<file path="src/rtl/image_pkg.sv">
`timescale 1ns/1ps
`default_nettype none
// ============================================================================
//  Module      : image_pkg
//  Description : Shared definitions for the image scaling datapath: default
//                frame geometry, RAM address widths, algorithm codes, the
//                frame_buffer_reader FSM state type and a counter-width helper.
//  Revision    : 1.0  initial release
// ============================================================================
package image_pkg;

  localparam int IMG_W_DEF    = 320;
  localparam int IMG_H_DEF    = 200;
  localparam int SRC_ADDR_W   = 16;
  localparam int DST_ADDR_W   = 16;
  localparam int PIX_W        = 8;
  // FIFO entry layout: {sof, eol, pixel[7:0]}
  localparam int FIFO_ENTRY_W = PIX_W + 2;

  typedef enum logic [1:0] {
    ALG_NN = 2'd0,
    ALG_PR = 2'd1,
    ALG_DC = 2'd2,
    ALG_BA = 2'd3
  } alg_code_t;

  typedef enum logic [1:0] {
    ST_IDLE   = 2'd0,
    ST_FETCH  = 2'd1,
    ST_DRAIN  = 2'd2,
    ST_FINISH = 2'd3
  } fbr_state_t;

  // Width of a counter spanning 0..n-1, never narrower than one bit.
  function automatic int cnt_width(input int n);
    return (n > 1) ? $clog2(n) : 1;
  endfunction

endpackage
`default_nettype wire

</file>
<file path="src/rtl/frame_buffer_reader_if.sv">
`timescale 1ns/1ps
`default_nettype none
// ============================================================================
//  Module      : frame_buffer_reader_if
//  Description : Bundles the frame RAM read port and the outgoing pixel
//                stream of frame_buffer_reader.
//  Ports       : rd_addr/rd_en/rd_data  - frame RAM read port
//                pix_data/pix_valid/pix_ready/pix_sof/pix_eol - pixel stream
//  Modports    : master - the reader; slave - RAM model plus pixel consumer
//  Revision    : 1.0  initial release
// ============================================================================
interface frame_buffer_reader_if #(
  parameter int ADDR_W = image_pkg::DST_ADDR_W
);
  logic [ADDR_W-1:0] rd_addr;
  logic              rd_en;
  logic [7:0]        rd_data;
  logic [7:0]        pix_data;
  logic              pix_valid;
  logic              pix_ready;
  logic              pix_sof;
  logic              pix_eol;

  modport master (
    output rd_addr, rd_en,
    input  rd_data,
    output pix_data, pix_valid, pix_sof, pix_eol,
    input  pix_ready
  );

  modport slave (
    input  rd_addr, rd_en,
    output rd_data,
    input  pix_data, pix_valid, pix_sof, pix_eol,
    output pix_ready
  );
endinterface
`default_nettype wire

</file>
<file path="src/rtl/pixel_skid_fifo.sv">
`timescale 1ns/1ps
`default_nettype none
// ============================================================================
//  Module      : pixel_skid_fifo
//  Description : Two-entry FIFO holding returned pixels with their SOF/EOL
//                tags. The head entry is presented combinationally and stays
//                stable until popped.
//  Ports       : clk, rst      - clock, synchronous active-high reset
//                i_push/i_din  - write strobe and entry
//                i_pop         - remove head entry
//                o_dout        - head entry
//                o_count       - occupancy 0..2
//  Revision    : 1.0  initial release
// ============================================================================
module pixel_skid_fifo
  import image_pkg::*;
#(
  parameter int W = FIFO_ENTRY_W
) (
  input  logic         clk,
  input  logic         rst,
  input  logic         i_push,
  input  logic [W-1:0] i_din,
  input  logic         i_pop,
  output logic [W-1:0] o_dout,
  output logic [1:0]   o_count
);

  logic [W-1:0] r_mem [2];
  logic         r_rd_ptr;
  logic         r_wr_ptr;
  logic [1:0]   r_count;
  logic         w_do_pop;
  logic         w_do_push;

  assign w_do_pop  = i_pop && (r_count != 2'd0);
  // A push into a full FIFO is only legal when the head leaves the same cycle.
  assign w_do_push = i_push && ((r_count != 2'd2) || w_do_pop);

  always_ff @(posedge clk) begin
    if (rst) begin
      r_mem[0] <= '0;
      r_mem[1] <= '0;
      r_rd_ptr <= 1'b0;
      r_wr_ptr <= 1'b0;
      r_count  <= 2'd0;
    end else begin
      if (w_do_push) begin
        r_mem[r_wr_ptr] <= i_din;
        r_wr_ptr        <= ~r_wr_ptr;
      end
      if (w_do_pop) begin
        r_rd_ptr <= ~r_rd_ptr;
      end
      case ({w_do_push, w_do_pop})
        2'b10:   r_count <= r_count + 2'd1;
        2'b01:   r_count <= r_count - 2'd1;
        default: r_count <= r_count;
      endcase
    end
  end

  assign o_dout  = r_mem[r_rd_ptr];
  assign o_count = r_count;

endmodule
`default_nettype wire

</file>
<file path="src/rtl/frame_buffer_reader.sv">
`timescale 1ns/1ps
`default_nettype none
// ============================================================================
//  Module      : frame_buffer_reader
//  Description : Streams one frame out of the frame RAM in raster order on a
//                valid/ready pixel interface with SOF/EOL markers.
//  Ports       : clk, rst  - clock, synchronous active-high reset
//                i_start   - one-cycle pulse, start a frame (accepted in IDLE)
//                o_busy    - frame in progress
//                o_done    - one-cycle pulse after the last pixel handshake
//                bus       - RAM read port and pixel stream (master modport)
//  Revision    : 1.0  initial release
// ============================================================================
module frame_buffer_reader
  import image_pkg::*;
#(
  parameter int IMG_W   = IMG_W_DEF,
  parameter int IMG_H   = IMG_H_DEF,
  parameter int ADDR_W  = DST_ADDR_W,
  parameter int RAM_LAT = 1
) (
  input  logic                  clk,
  input  logic                  rst,
  input  logic                  i_start,
  output logic                  o_busy,
  output logic                  o_done,
  frame_buffer_reader_if.master bus
);

  localparam int                c_x_w       = cnt_width(IMG_W);
  localparam int                c_y_w       = cnt_width(IMG_H);
  localparam logic [ADDR_W-1:0] c_last_addr = ADDR_W'(IMG_W * IMG_H - 1);
  localparam logic [c_x_w-1:0]  c_x_last    = c_x_w'(IMG_W - 1);

  fbr_state_t                r_state;
  fbr_state_t                w_state_nxt;
  logic [c_x_w-1:0]          r_x;
  logic [c_y_w-1:0]          r_y;
  logic [ADDR_W-1:0]         r_addr;
  // Read-latency shadow pipeline: one slot per outstanding RAM cycle.
  logic [RAM_LAT-1:0]        r_pipe_v;
  logic [RAM_LAT-1:0]        r_pipe_sof;
  logic [RAM_LAT-1:0]        r_pipe_eol;
  logic [1:0]                w_fifo_cnt;
  logic [FIFO_ENTRY_W-1:0]   w_fifo_dout;
  logic [7:0]                w_inflight;
  logic [7:0]                w_occ;
  logic                      w_pop;
  logic                      w_push;
  logic                      w_issue;
  logic                      w_last_issue;
  logic                      w_tag_sof;
  logic                      w_tag_eol;

  always_comb begin
    w_inflight = 8'd0;
    for (int i = 0; i < RAM_LAT; i++) begin
      w_inflight = w_inflight + {7'd0, r_pipe_v[i]};
    end
  end

  assign w_pop  = bus.pix_ready && (w_fifo_cnt != 2'd0);
  assign w_push = r_pipe_v[RAM_LAT-1];

  // Occupancy after this cycle's pop; capping it at 2 guarantees every read
  // already in the RAM pipeline has a FIFO slot when it returns, while still
  // allowing one issue per cycle when the consumer keeps up.
  assign w_occ        = {6'd0, w_fifo_cnt} + w_inflight - {7'd0, w_pop};
  assign w_issue      = (r_state == ST_FETCH) && (w_occ < 8'd2);
  assign w_last_issue = w_issue && (r_addr == c_last_addr);
  assign w_tag_sof    = (r_x == '0) && (r_y == '0);
  assign w_tag_eol    = (r_x == c_x_last);

  // ---------------------------------------------------------------- FSM
  always_ff @(posedge clk) begin
    if (rst) begin
      r_state <= ST_IDLE;
    end else begin
      r_state <= w_state_nxt;
    end
  end

  always_comb begin
    w_state_nxt = r_state;
    case (r_state)
      ST_IDLE:   if (i_start) w_state_nxt = ST_FETCH;
      ST_FETCH:  if (w_last_issue) w_state_nxt = ST_DRAIN;
      // Leave as the final pixel is handed over so DONE follows it directly.
      ST_DRAIN:  if ((w_inflight == 8'd0) && ((w_fifo_cnt - {1'b0, w_pop}) == 2'd0))
                   w_state_nxt = ST_FINISH;
      ST_FINISH: w_state_nxt = ST_IDLE;
      default:   w_state_nxt = ST_IDLE;
    endcase
  end

  // ------------------------------------------------- address generation
  always_ff @(posedge clk) begin
    if (rst) begin
      r_x    <= '0;
      r_y    <= '0;
      r_addr <= '0;
    end else if (w_issue) begin
      if (w_last_issue) begin
        r_x    <= '0;
        r_y    <= '0;
        r_addr <= '0;
      end else begin
        r_addr <= r_addr + 1'b1;
        if (r_x == c_x_last) begin
          r_x <= '0;
          r_y <= r_y + 1'b1;
        end else begin
          r_x <= r_x + 1'b1;
        end
      end
    end
  end

  // ------------------------------------------------ read latency tracking
  always_ff @(posedge clk) begin
    if (rst) begin
      r_pipe_v   <= '0;
      r_pipe_sof <= '0;
      r_pipe_eol <= '0;
    end else begin
      r_pipe_v[0]   <= w_issue;
      r_pipe_sof[0] <= w_tag_sof;
      r_pipe_eol[0] <= w_tag_eol;
      for (int i = 1; i < RAM_LAT; i++) begin
        r_pipe_v[i]   <= r_pipe_v[i-1];
        r_pipe_sof[i] <= r_pipe_sof[i-1];
        r_pipe_eol[i] <= r_pipe_eol[i-1];
      end
    end
  end

  pixel_skid_fifo #(
    .W (FIFO_ENTRY_W)
  ) u_fifo (
    .clk     (clk),
    .rst     (rst),
    .i_push  (w_push),
    .i_din   ({r_pipe_sof[RAM_LAT-1], r_pipe_eol[RAM_LAT-1], bus.rd_data}),
    .i_pop   (w_pop),
    .o_dout  (w_fifo_dout),
    .o_count (w_fifo_cnt)
  );

  // ------------------------------------------------------------ outputs
  assign bus.rd_en     = w_issue;
  assign bus.rd_addr   = r_addr;
  assign bus.pix_valid = (w_fifo_cnt != 2'd0);
  assign bus.pix_data  = w_fifo_dout[7:0];
  assign bus.pix_eol   = w_fifo_dout[8];
  assign bus.pix_sof   = w_fifo_dout[9];
  assign o_busy        = (r_state == ST_FETCH) || (r_state == ST_DRAIN);
  assign o_done        = (r_state == ST_FINISH);

endmodule
`default_nettype wire

</file>
<file path="src/flat_wrapper.sv">
// flat-port wrapper written by rule: the top's interface ports become plain ports
module frame_buffer_reader_flat import image_pkg::*;
#(
  parameter int IMG_W   = IMG_W_DEF,
  parameter int IMG_H   = IMG_H_DEF,
  parameter int ADDR_W  = DST_ADDR_W,
  parameter int RAM_LAT = 1
)
  (clk, rst, i_start, o_busy, o_done, bus_rd_addr, bus_rd_en, bus_rd_data, bus_pix_data, bus_pix_valid, bus_pix_sof, bus_pix_eol, bus_pix_ready);
  frame_buffer_reader_if #(.ADDR_W(ADDR_W)) bus_i ();
  input  logic clk;
  input  logic rst;
  input  logic i_start;
  output logic o_busy;
  output logic o_done;
  output wire logic [$bits(bus_i.rd_addr)-1:0] bus_rd_addr;
  output wire logic [$bits(bus_i.rd_en)-1:0] bus_rd_en;
  input wire logic [$bits(bus_i.rd_data)-1:0] bus_rd_data;
  output wire logic [$bits(bus_i.pix_data)-1:0] bus_pix_data;
  output wire logic [$bits(bus_i.pix_valid)-1:0] bus_pix_valid;
  output wire logic [$bits(bus_i.pix_sof)-1:0] bus_pix_sof;
  output wire logic [$bits(bus_i.pix_eol)-1:0] bus_pix_eol;
  input wire logic [$bits(bus_i.pix_ready)-1:0] bus_pix_ready;
  assign bus_rd_addr = bus_i.rd_addr;
  assign bus_rd_en = bus_i.rd_en;
  assign bus_i.rd_data = bus_rd_data;
  assign bus_pix_data = bus_i.pix_data;
  assign bus_pix_valid = bus_i.pix_valid;
  assign bus_pix_sof = bus_i.pix_sof;
  assign bus_pix_eol = bus_i.pix_eol;
  assign bus_i.pix_ready = bus_pix_ready;
  frame_buffer_reader #(.IMG_W(IMG_W), .IMG_H(IMG_H), .ADDR_W(ADDR_W), .RAM_LAT(RAM_LAT)) u_core (.clk(clk), .rst(rst), .i_start(i_start), .o_busy(o_busy), .o_done(o_done), .bus(bus_i));
endmodule
</file>
<file path="config.mk">
export PLATFORM = sky130hd
export DESIGN_NAME = frame_buffer_reader_flat
export DESIGN_NICKNAME = d
export VERILOG_FILES = /design/src/rtl/image_pkg.sv /design/src/rtl/frame_buffer_reader_if.sv /design/src/rtl/pixel_skid_fifo.sv /design/src/rtl/frame_buffer_reader.sv /design/src/flat_wrapper.sv
export SDC_FILE = /design/constraint.sdc
export NUM_CORES = 1
export LEC_CHECK = 0
export CAP_MARGIN = 40
export CORE_MARGIN = 1.5
export CORE_UTILIZATION = 27
export CTS_BUF_LIST = sky130_fd_sc_hd__clkbuf_2 sky130_fd_sc_hd__clkbuf_4 sky130_fd_sc_hd__clkbuf_8
export DETAILED_ROUTE_END_ITERATION = 16
export SKIP_LAST_GASP = 1
export SLEW_MARGIN = 40
export SYNTH_ARGS = -nofsm -noshare
export SYNTH_HDL_FRONTEND = slang
export SYNTH_SLANG_ARGS = --single-unit
</file>
<file path="constraint.sdc">
create_clock -name clk -period 4.4 [get_ports clk]
set_input_delay 0.66 -clock clk [delete_from_list [all_inputs] [get_ports clk]]
set_output_delay 0.66 -clock clk [all_outputs]
set_load 0.02 [all_outputs]
</file>
# Word level (Yosys, flattened, before mapping)
# Memories as Yosys holds them, arrays and structs flattened. A register that Yosys moved wholly into a read port is not among the register bits.
# Index checks and enable logic that the tools add are counted.
# W data, S select, Z words.
dict set report classes {
  n_lt_le_gt_ge 1
  mux 20
  n_bitwise 2
  n_eq_ne 11
  reduce_logical 20
  n_addsub 8
}
# operator count
set ops {}
lappend ops {{$mux W9} 2}
lappend ops {{$add A16 B1 Y16 const B} 1}
lappend ops {{$eq A16 B16 Y1 const B} 1}
lappend ops {{$logic_not A8 Y1} 2}
lappend ops {{$mux W16} 1}
lappend ops {{$mux W8} 2}
lappend ops {{$mux W10} 1}
lappend ops {{$reduce_or A10 Y1} 1}
lappend ops {{$add A9 B1 Y9 const B} 1}
lappend ops {{$eq A9 B9 Y1 const B} 1}
lappend ops {{$logic_not A9 Y1} 1}
lappend ops {{$mux W1} 9}
lappend ops {{$add A8 B1 Y8 const B} 1}
lappend ops {{$lt A8 B2 Y1 const B} 1}
lappend ops {{$pmux W2 S4} 1}
lappend ops {{$sub A8 B1 Y8} 1}
lappend ops {{$logic_and A1 B1 Y1} 7}
lappend ops {{$eq A2 B2 Y1 const B} 3}
lappend ops {{$mux W2} 3}
lappend ops {{$reduce_bool A2 Y1} 3}
lappend ops {{$eq A2 B1 Y1 const B} 2}
lappend ops {{$logic_not A2 Y1} 2}
lappend ops {{$ne A2 B1 Y1 const B} 2}
lappend ops {{$ne A2 B2 Y1 const B} 2}
lappend ops {{other kinds (9)} 11}
dict set report totals {
  wordCells 73
  in_bits 12
  ramBits 20
  mem_count 1
  output_inout_bits 30
  regBits 42
}
# name words width rd rd_clocked_by_memory_dff write_ports line_no
set memory_table {}
lappend memory_table {u_core.u_fifo.r_mem 2 10 1 1 2 pixel_skid_fifo.sv:29} ;# logic [W-1:0] r_mem [2];

# Longest topological paths before layout
# Gate-level depths: netlist (run 1).
dict set report depth {
  ltp_word 10
  ltp_mapped 12
}

# Cells and area by module
# Synthesis (run 1) repeated with hierarchy kept, for this count alone.
dict set report hier_totals {
  hier_cells 296
  hier_area_um2 3083.0
}
# module n_inst seq_area_each_um2 area_per_inst_um2 cells_per_inst
set modules_own_cells {}
lappend modules_own_cells {frame_buffer_reader 1 760.7 1971.9 218}
lappend modules_own_cells {pixel_skid_fifo 1 700.7 1111.1 78}

# Worst setup path before layout (run 1)
# Ideal clock, no wire load.
dict set report synth_path {
  path_kind {input port to output port}
  from {input bus_pix_ready}
  to {output bus_rd_en}
  path_buffers 1
  t_required_ns 3.740
  path_stages 8
  arrival_ns 2.071
  slack_ns 1.669
  cell_sequence {o21a_1 > and2_1 > ha_1 > ha_1 > nor3_2 > nand2_1 > buf_2 > inv_2}
}
dict set report synth_between {
  elab_chain_cells 4
}
# element line_no
set synth_lines {}
lappend synth_lines {{from (decl)} flat_wrapper.sv:23} ;# input wire logic [$bits(bus_i.pix_ready)-1:0] bus_pix_ready;
lappend synth_lines {{$logic_and A1 B1 Y1} frame_buffer_reader.sv:62} ;# assign w_pop = bus.pix_ready && (w_fifo_cnt != 2'd0);
lappend synth_lines {{$sub A8 B1 Y8} frame_buffer_reader.sv:68} ;# assign w_occ = {6'd0, w_fifo_cnt} + w_inflight - {7'd0, w_pop};
lappend synth_lines {{$lt A8 B2 Y1} frame_buffer_reader.sv:69} ;# assign w_issue = (r_state == ST_FETCH) && (w_occ < 8'd2);
lappend synth_lines {{$logic_and A1 B1 Y1} frame_buffer_reader.sv:69}
lappend synth_lines {{to (decl)} flat_wrapper.sv:17} ;# output wire logic [$bits(bus_i.rd_en)-1:0] bus_rd_en;
# Every way passes these cells.

# Worst setup path in the final report (run 1)
# Ends and elaborated chain as after synthesis.

==> results of run 1 <==
==> cell usage after synthesis, types with 2 or more instances <==
master,count,share of area
or2_2,2,0.0037
o21ai_0,10,0.015
xor2_1,3,0.0078
or3_1,2,0.0037
nor2b_1,2,0.0037
and3_1,5,0.0093
nor2_1,29,0.032
nand2b_1,4,0.0074
nand3_1,16,0.024
buf_6,3,0.010
mux2_2,10,0.033
and4_1,3,0.0078
or4_1,6,0.013
a21oi_1,18,0.027
nand2_1,23,0.026
nor4_4,4,0.025
xnor2_1,18,0.047
nor4_1,6,0.011
ha_1,15,0.056
clkbuf_1,6,0.0067
nor3_1,9,0.013
inv_1,14,0.016
nor4_2,6,0.022
nand3_2,2,0.0059
and2_1,22,0.041
nor2_2,3,0.0056
buf_2,5,0.0074
a2111o_1,2,0.0067
edfxtp_1,20,0.18
o31ai_1,5,0.011
a211oi_1,3,0.0067
nand4_1,9,0.017
dfxtp_1,43,0.26
==> worst min-delay path by stage <==
stage / start / end / slack, ps / cells after the start
2_1_floorplan: u_core.r_y[7] / u_core.r_y[7] / 460 / 2
3_3_place_gp: u_core.r_x[0] / u_core.r_x[0] / 480 / 2
3_5_place_dp: u_core.r_x[0] / u_core.r_x[0] / 490 / 2
4_1_cts: u_core.r_x[0] / u_core.r_x[0] / 500 / 2
5_1_grt: u_core.bus.rd_addr[1] / u_core.bus.rd_addr[1] / 530 / 2
6_report: u_core.r_x[0] / u_core.r_x[0] / 500 / 2
==> routing by layer <==
layer | vias up | routed length [um]
met5 | - | 0
met4 | 0 | 65
met3 | 5 | 419
met2 | 58 | 3260
met1 | 1269 | 3600
li1 | 1311 | -
==> cell type report <==
class,instances,share of cell area
repair buffers,45,0.107
flip-flops and latches,63,0.349
clock inverters,7,0.0245
inverters,15,0.0135
clock buffers,9,0.0296
multi-input cells,251,0.426
well taps,168,0.0502
==> cells by family (layout without fill, tap and decap cells) <==
family,Yosys count,in the layout,share of synthesized area
XOR/XNOR,21,21,0.0545
buffers and inverters,30,76,0.0430
multiplexers,10,10,0.0334
adder cells (fa/ha/maj),16,16,0.0616
AND/OR/NAND/NOR,162,162,0.300
AO/OA/AOI/OAI,42,42,0.0749
flip-flops,63,63,0.433
==> report_power, final <==
group | switching [mW] | internal [mW] | total, mW
Clock | 0.252 | 0.326 | 0.578
Sequential | 0.0397 | 0.652 | 0.692
Combinational | 0.264 | 0.186 | 0.450
Total | 0.556 | 1.16 | 1.72
==> worst min-delay path: stages, from the launching register on <==
cell and delay [ps]:
dfxtp_1 340, nand2_1 60, a21oi_1 50
==> cell usage in the layout (no fill, tap or decap), types with 3 or more instances in the layout <==
master / count
nand2b_1: 4
o31ai_1: 5
nor2_2: 3
and2_1: 22
nand3_1: 16
inv_6: 3
inv_1: 14
mux2_2: 10
edfxtp_1: 20
and3_1: 4
nor4_4: 4
xor2_1: 3
nor4_1: 6
clkdlybuf4s50_1: 41
xnor2_1: 18
nor2_1: 29
buf_4: 3
nor4_2: 6
nand4_1: 9
clkbuf_8: 9
a211oi_1: 3
nor3_1: 8
ha_1: 15
nand2_1: 23
or4_1: 6
and4_1: 3
a21oi_1: 18
o21ai_0: 10
dfxtp_1: 43
==> flip-flops by register name, summed over array words and instances (netlist names), named ones only <==
signal	cells
u_core.r_x	9
u_core.u_fifo.r_wr_ptr	1
u_core.r_pipe_eol	1
u_core.r_state	2
u_core.u_fifo.r_mem	20
u_core.u_fifo.r_rd_ptr	1
u_core.r_pipe_v	1
u_core.bus.rd_addr	16
u_core.r_y	8
u_core.u_fifo.o_count	2
u_core.r_pipe_sof	1
==> results.json, run 1 <==
{
  "vias_per_cell": 4.74,
  "place_ws_ps": 647,
  "place_congestion": 0.796,
  "grt.busiest_layer": "met2",
  "grt_use_met1": 0.153,
  "layout-drive-gt1-share": 0.144,
  "worstSetupPathDepth": 9,
  "synthFlopType": "dfxtp_1",
  "setup_viol": 0,
  "whs_ps": 496,
  "setup_slack_ps": 636,
  "cp_slowest_cell": "clkdlybuf4s50_1",
  "relSlewSlack": 0.478,
  "dp_hpwl_um": 5000,
  "dp.cells": 542,
  "ant_nets": 0,
  "fin_cells": 558,
  "rows": 40,
  "cts_hold_buf": 0,
  "endpoint": "bus_rd_en",
  "holdCritPathClass": "flip-flop to flip-flop",
  "power.leakage_nw": 1.39,
  "crit_type": "input pin to output port",
  "grt_max_degree": 35,
  "cp_top_family": "buffers and inverters",
  "syn_area_mm2": 0.00337,
  "maxCapViolCount": 0,
  "numCtsBuffers": 9,
  "syn_area_per_cell_um2": 9.81,
  "multiInputGateArea_mm2": 0.00178,
  "worst_ep_arrival_time_ps": 3100,
  "total_power_mw": 1.72,
  "finalCritPeriodShare": 0.856,
  "final_hold_viol_count": 0,
  "first_iter_violations": 134,
  "diodes": 0,
  "clkSinkCount": 63,
  "worstMarginPinSlew_ps": 777,
  "critPathMaxFanout": 10,
  "drc": 0,
  "grt-ovfl-total": 0,
  "use_met2": 0.187,
  "area_growth_pct": 24.0,
  "async_flop_share": 0,
  "cts_tree": "built",
  "cts_buffer_depth": 2,
  "placed_area_mm2": 0.00396,
  "power_density_mw_per_mm2": 411,
  "grt_pass1_vias": 2594,
  "rrSetupSlack_ps": 1480,
  "io_pins": 42,
  "grt_pass1_wl_um": 12300,
  "fin_worst_skew_ps": 13.9,
  "cp-end-kind": "output port",
  "post-route-util": 0.346,
  "r2r_end": "u_core.bus.rd_addr[15]",
  "num_vias": 2643,
  "worstReg2RegStart": "u_core.u_fifo.o_count[0]",
  "cp-startpoint": "bus_pix_ready",
  "ff_latch_area_mm2": 0.00146,
  "root_buffer": "clkbuf_8",
  "floorplan.die_area_mm2": 0.0132,
  "start_kind": "input pin",
  "fin_nets": 413,
  "htree_levels": 3,
  "max_freq_ghz": 0.266,
  "die_h_um": 115,
  "synth_edf_count": 20,
  "n_fill_cell": 1239,
  "rsz0062_at_grt": "no",
  "cp_cell_sequence": "clkdlybuf4s50_1, o21a_1, and2_1, ha_1, ha_1, nor3_2, nand2_1, inv_2, clkdlybuf4s50_1",
  "stdcell_area_mm2": 0.00419,
  "cpPeakStageDelay_ps": 640,
  "first_pass_iters": 4,
  "start_util": 0.279,
  "status": "finished clean",
  "post_cts_buffers": 0,
  "grt_util_met3": 0.0401,
  "slew_violations": 0,
  "ys_seq_area_frac": 0.433,
  "crit_buf_inv": 3,
  "wl_um": 7340,
  "core-area_mm2": 0.0121,
  "netlist_instances": 344,
  "cp.required_ps": 3740,
  "numPortBuffers": 41,
  "synth.distinct_cells": 49,
  "antenna_found_initial": 0,
  "worst-r2r-cell-count": 11,
  "yosysWarningCount": 0,
  "cts_resized": 0,
  "synth.ff_latch_count": 63,
  "syn-num-nets": 372,
  "worst_ir_drop_vdd_v": 0.000240,
  "grtUsageTotal": 0.119,
  "clock_latency_ps": 350,
  "clk_pin_slew_ps": 70,
  "setup_tns_ps": 0,
  "min_period_ps": 3760,
  "wl_per_cell_um": 13.2,
  "die_w_um": 115
}
Note: power is estimated with default switching activity, not from simulation.
==> run 2, diff against run 1 <==
--- a/config.mk
+++ b/config.mk
@@ -10,7 +10,6 @@
 export CORE_UTILIZATION = 27
 export CTS_BUF_LIST = sky130_fd_sc_hd__clkbuf_2 sky130_fd_sc_hd__clkbuf_4 sky130_fd_sc_hd__clkbuf_8
 export DETAILED_ROUTE_END_ITERATION = 16
-export SKIP_LAST_GASP = 1
 export SLEW_MARGIN = 40
 export SYNTH_ARGS = -nofsm -noshare
 export SYNTH_HDL_FRONTEND = slang
==> results of run 2 <==
The final DEF is identical to that of run 1; final timing and power are the same.
==> run 3, diff against run 2 <==
--- a/config.mk
+++ b/config.mk
@@ -6,7 +6,7 @@
 export NUM_CORES = 1
 export LEC_CHECK = 0
 export CAP_MARGIN = 40
-export CORE_MARGIN = 1.5
+export CORE_MARGIN = 8
 export CORE_UTILIZATION = 27
 export CTS_BUF_LIST = sky130_fd_sc_hd__clkbuf_2 sky130_fd_sc_hd__clkbuf_4 sky130_fd_sc_hd__clkbuf_8
 export DETAILED_ROUTE_END_ITERATION = 16
==> run 3 against run 2 <==
Sequential power barely moved. First-iteration DRC count rose by 15%. Largest cell class unchanged. Via count fell by 2.1%. Fmax rose by 0.16%. Clock-buffer cell count did not move. Setup slack improved by 5.9 ps. Routed wire length rose by 5.1%. Design area fell by 0.15%. Final cell count rose by 0.90%. Global-route usage fell by 2.2 points. Register-to-register slack got worse by 40 ps.
==> results.json, run 3 (same netlist as run 1, synthesis figures left out) <==
{
  "status": "finished clean",
  "grtUsageTotal": 0.0975,
  "start_kind": "input pin",
  "worstReg2RegStart": "u_core.u_fifo.o_count[0]",
  "crit_type": "input pin to output port",
  "rsz0062_at_grt": "no",
  "vias_per_cell": 4.60,
  "grt_max_degree": 31,
  "drc": 0,
  "floorplan.die_area_mm2": 0.0163,
  "worst_ep_arrival_time_ps": 3100,
  "cp_cell_sequence": "clkdlybuf4s50_1, o21a_1, and2_1, ha_1, ha_1, nor3_2, nand2_1, inv_2, clkdlybuf4s50_1",
  "worst_ir_drop_vdd_v": 0.000206,
  "dp_hpwl_um": 5240,
  "fin_worst_skew_ps": 9.14,
  "ant_nets": 0,
  "cts_tree": "built",
  "setup_viol": 0,
  "clock_latency_ps": 330,
  "root_buffer": "clkbuf_8",
  "cts_buffer_depth": 2,
  "area_growth_pct": 23.8,
  "power_density_mw_per_mm2": 405,
  "final_hold_viol_count": 0,
  "maxCapViolCount": 0,
  "final_cell_mix": "dfxtp_1 (43), clkdlybuf4s50_1 (41), nor2_1 (29), nand2_1 (23), and2_1 (22)",
  "holdCritPathClass": "flip-flop to flip-flop",
  "cp_slowest_cell": "clkdlybuf4s50_1",
  "diodes": 0,
  "wl_um": 7720,
  "htree_levels": 3,
  "rows": 41,
  "setup_tns_ps": 0,
  "cts_resized": 0,
  "cts_hold_buf": 0,
  "worstHoldStart": "u_core.r_y[7]",
  "fin_nets": 414,
  "max_flop_register": "u_core.u_fifo.r_mem",
  "mostFrequentLayoutCell": "dfxtp_1",
  "grt_pass1_wl_um": 12900,
  "core-area_mm2": 0.0124,
  "finalCritPeriodShare": 0.854,
  "post_cts_buffers": 0,
  "max_freq_ghz": 0.266,
  "cpPeakStageDelay_ps": 650,
  "grt_pass1_vias": 2651,
  "numPortBuffers": 41,
  "relSlewSlack": 0.538,
  "worstMarginPinSlew_ps": 693,
  "ff_latch_area_mm2": 0.00146,
  "grt-ovfl-total": 0,
  "num_vias": 2588,
  "first_iter_violations": 154,
  "start_util": 0.272,
  "io_pins": 42,
  "n_fill_cell": 1334,
  "cp-end-kind": "output port",
  "power.leakage_nw": 1.39,
  "critPathMaxFanout": 10,
  "post-route-util": 0.337,
  "largest_reg_flops": 20,
  "layout-drive-gt1-share": 0.146,
  "antenna_found_initial": 0,
  "numCtsBuffers": 9,
  "die_h_um": 128,
  "die_w_um": 128,
  "min_period_ps": 3760,
  "multiInputGateArea_mm2": 0.00178,
  "wl_per_cell_um": 13.7,
  "place_congestion": 0.750,
  "slew_violations": 0,
  "clkSinkCount": 63,
  "cp.required_ps": 3740,
  "clk_pin_slew_ps": 70,
  "cp-startpoint": "bus_pix_ready",
  "first_pass_iters": 4
}
## run 3: changes by cell type in the layout (fill, tap and decap cells not counted), sizes merged
| cell | change |
|---|---|
| buf | +1 |
| clkinv | +2 |
| inv | -2 |
## run 3: routing by layer
metal	wire, um	GRT usage	up-vias	share of wire
met5	0	0	-	0
met4	73	0.0343	0	0.0095
met3	335	0.0295	4	0.043
met2	3460	0.160	46	0.45
met1	3850	0.118	1233	0.50
li1	-	-	1305	-
## run 3: critical path, delay by kind of cell
kind / cells / cell delay (ps)
AND/OR/NAND/NOR: 3 / 510
adder cells (fa/ha/maj): 2 / 400
buffers and inverters: 3 / 1330
AO/OA/AOI/OAI: 1 / 190
## run 3: cell type report
class / instances / share of cell area
clock buffers: 9 / 0.0296
multi-input cells: 251 / 0.426
clock inverters: 7 / 0.0228
well taps: 172 / 0.0515
inverters: 15 / 0.0135
repair buffers: 46 / 0.107
flip-flops and latches: 63 / 0.350
## run 3: report_power, final
part / internal (mW) / total, mW / switching [mW]
registers: 0.652 / 0.692 / 0.0404
logic: 0.176 / 0.437 / 0.261
clock network: 0.320 / 0.564 / 0.244
total: 1.15 / 1.69 / 0.546
## run 3: through the flow
stage	total power, mW	cells	worst slack (ps)	cell area, um2	hold slack, ps
after floorplan	0.999	344	1670	3370	458
after global placement	1.13	546	660	3940	478
after detailed placement	1.15	546	647	3950	485
after CTS	1.72	562	621	4170	495
after global routing	1.79	563	449	4180	519
final	1.69	563	642	4180	492
## run 3: path summary, 6_finish.rpt
path	endpoint	slack, ps	cells after the start
hold / removal	u_core.r_y[7]	490	2
hold reg to reg	u_core.r_y[7]	490	2
setup / recovery	bus_rd_en	640	9
setup reg to reg	u_core.r_y[5]	1440	10
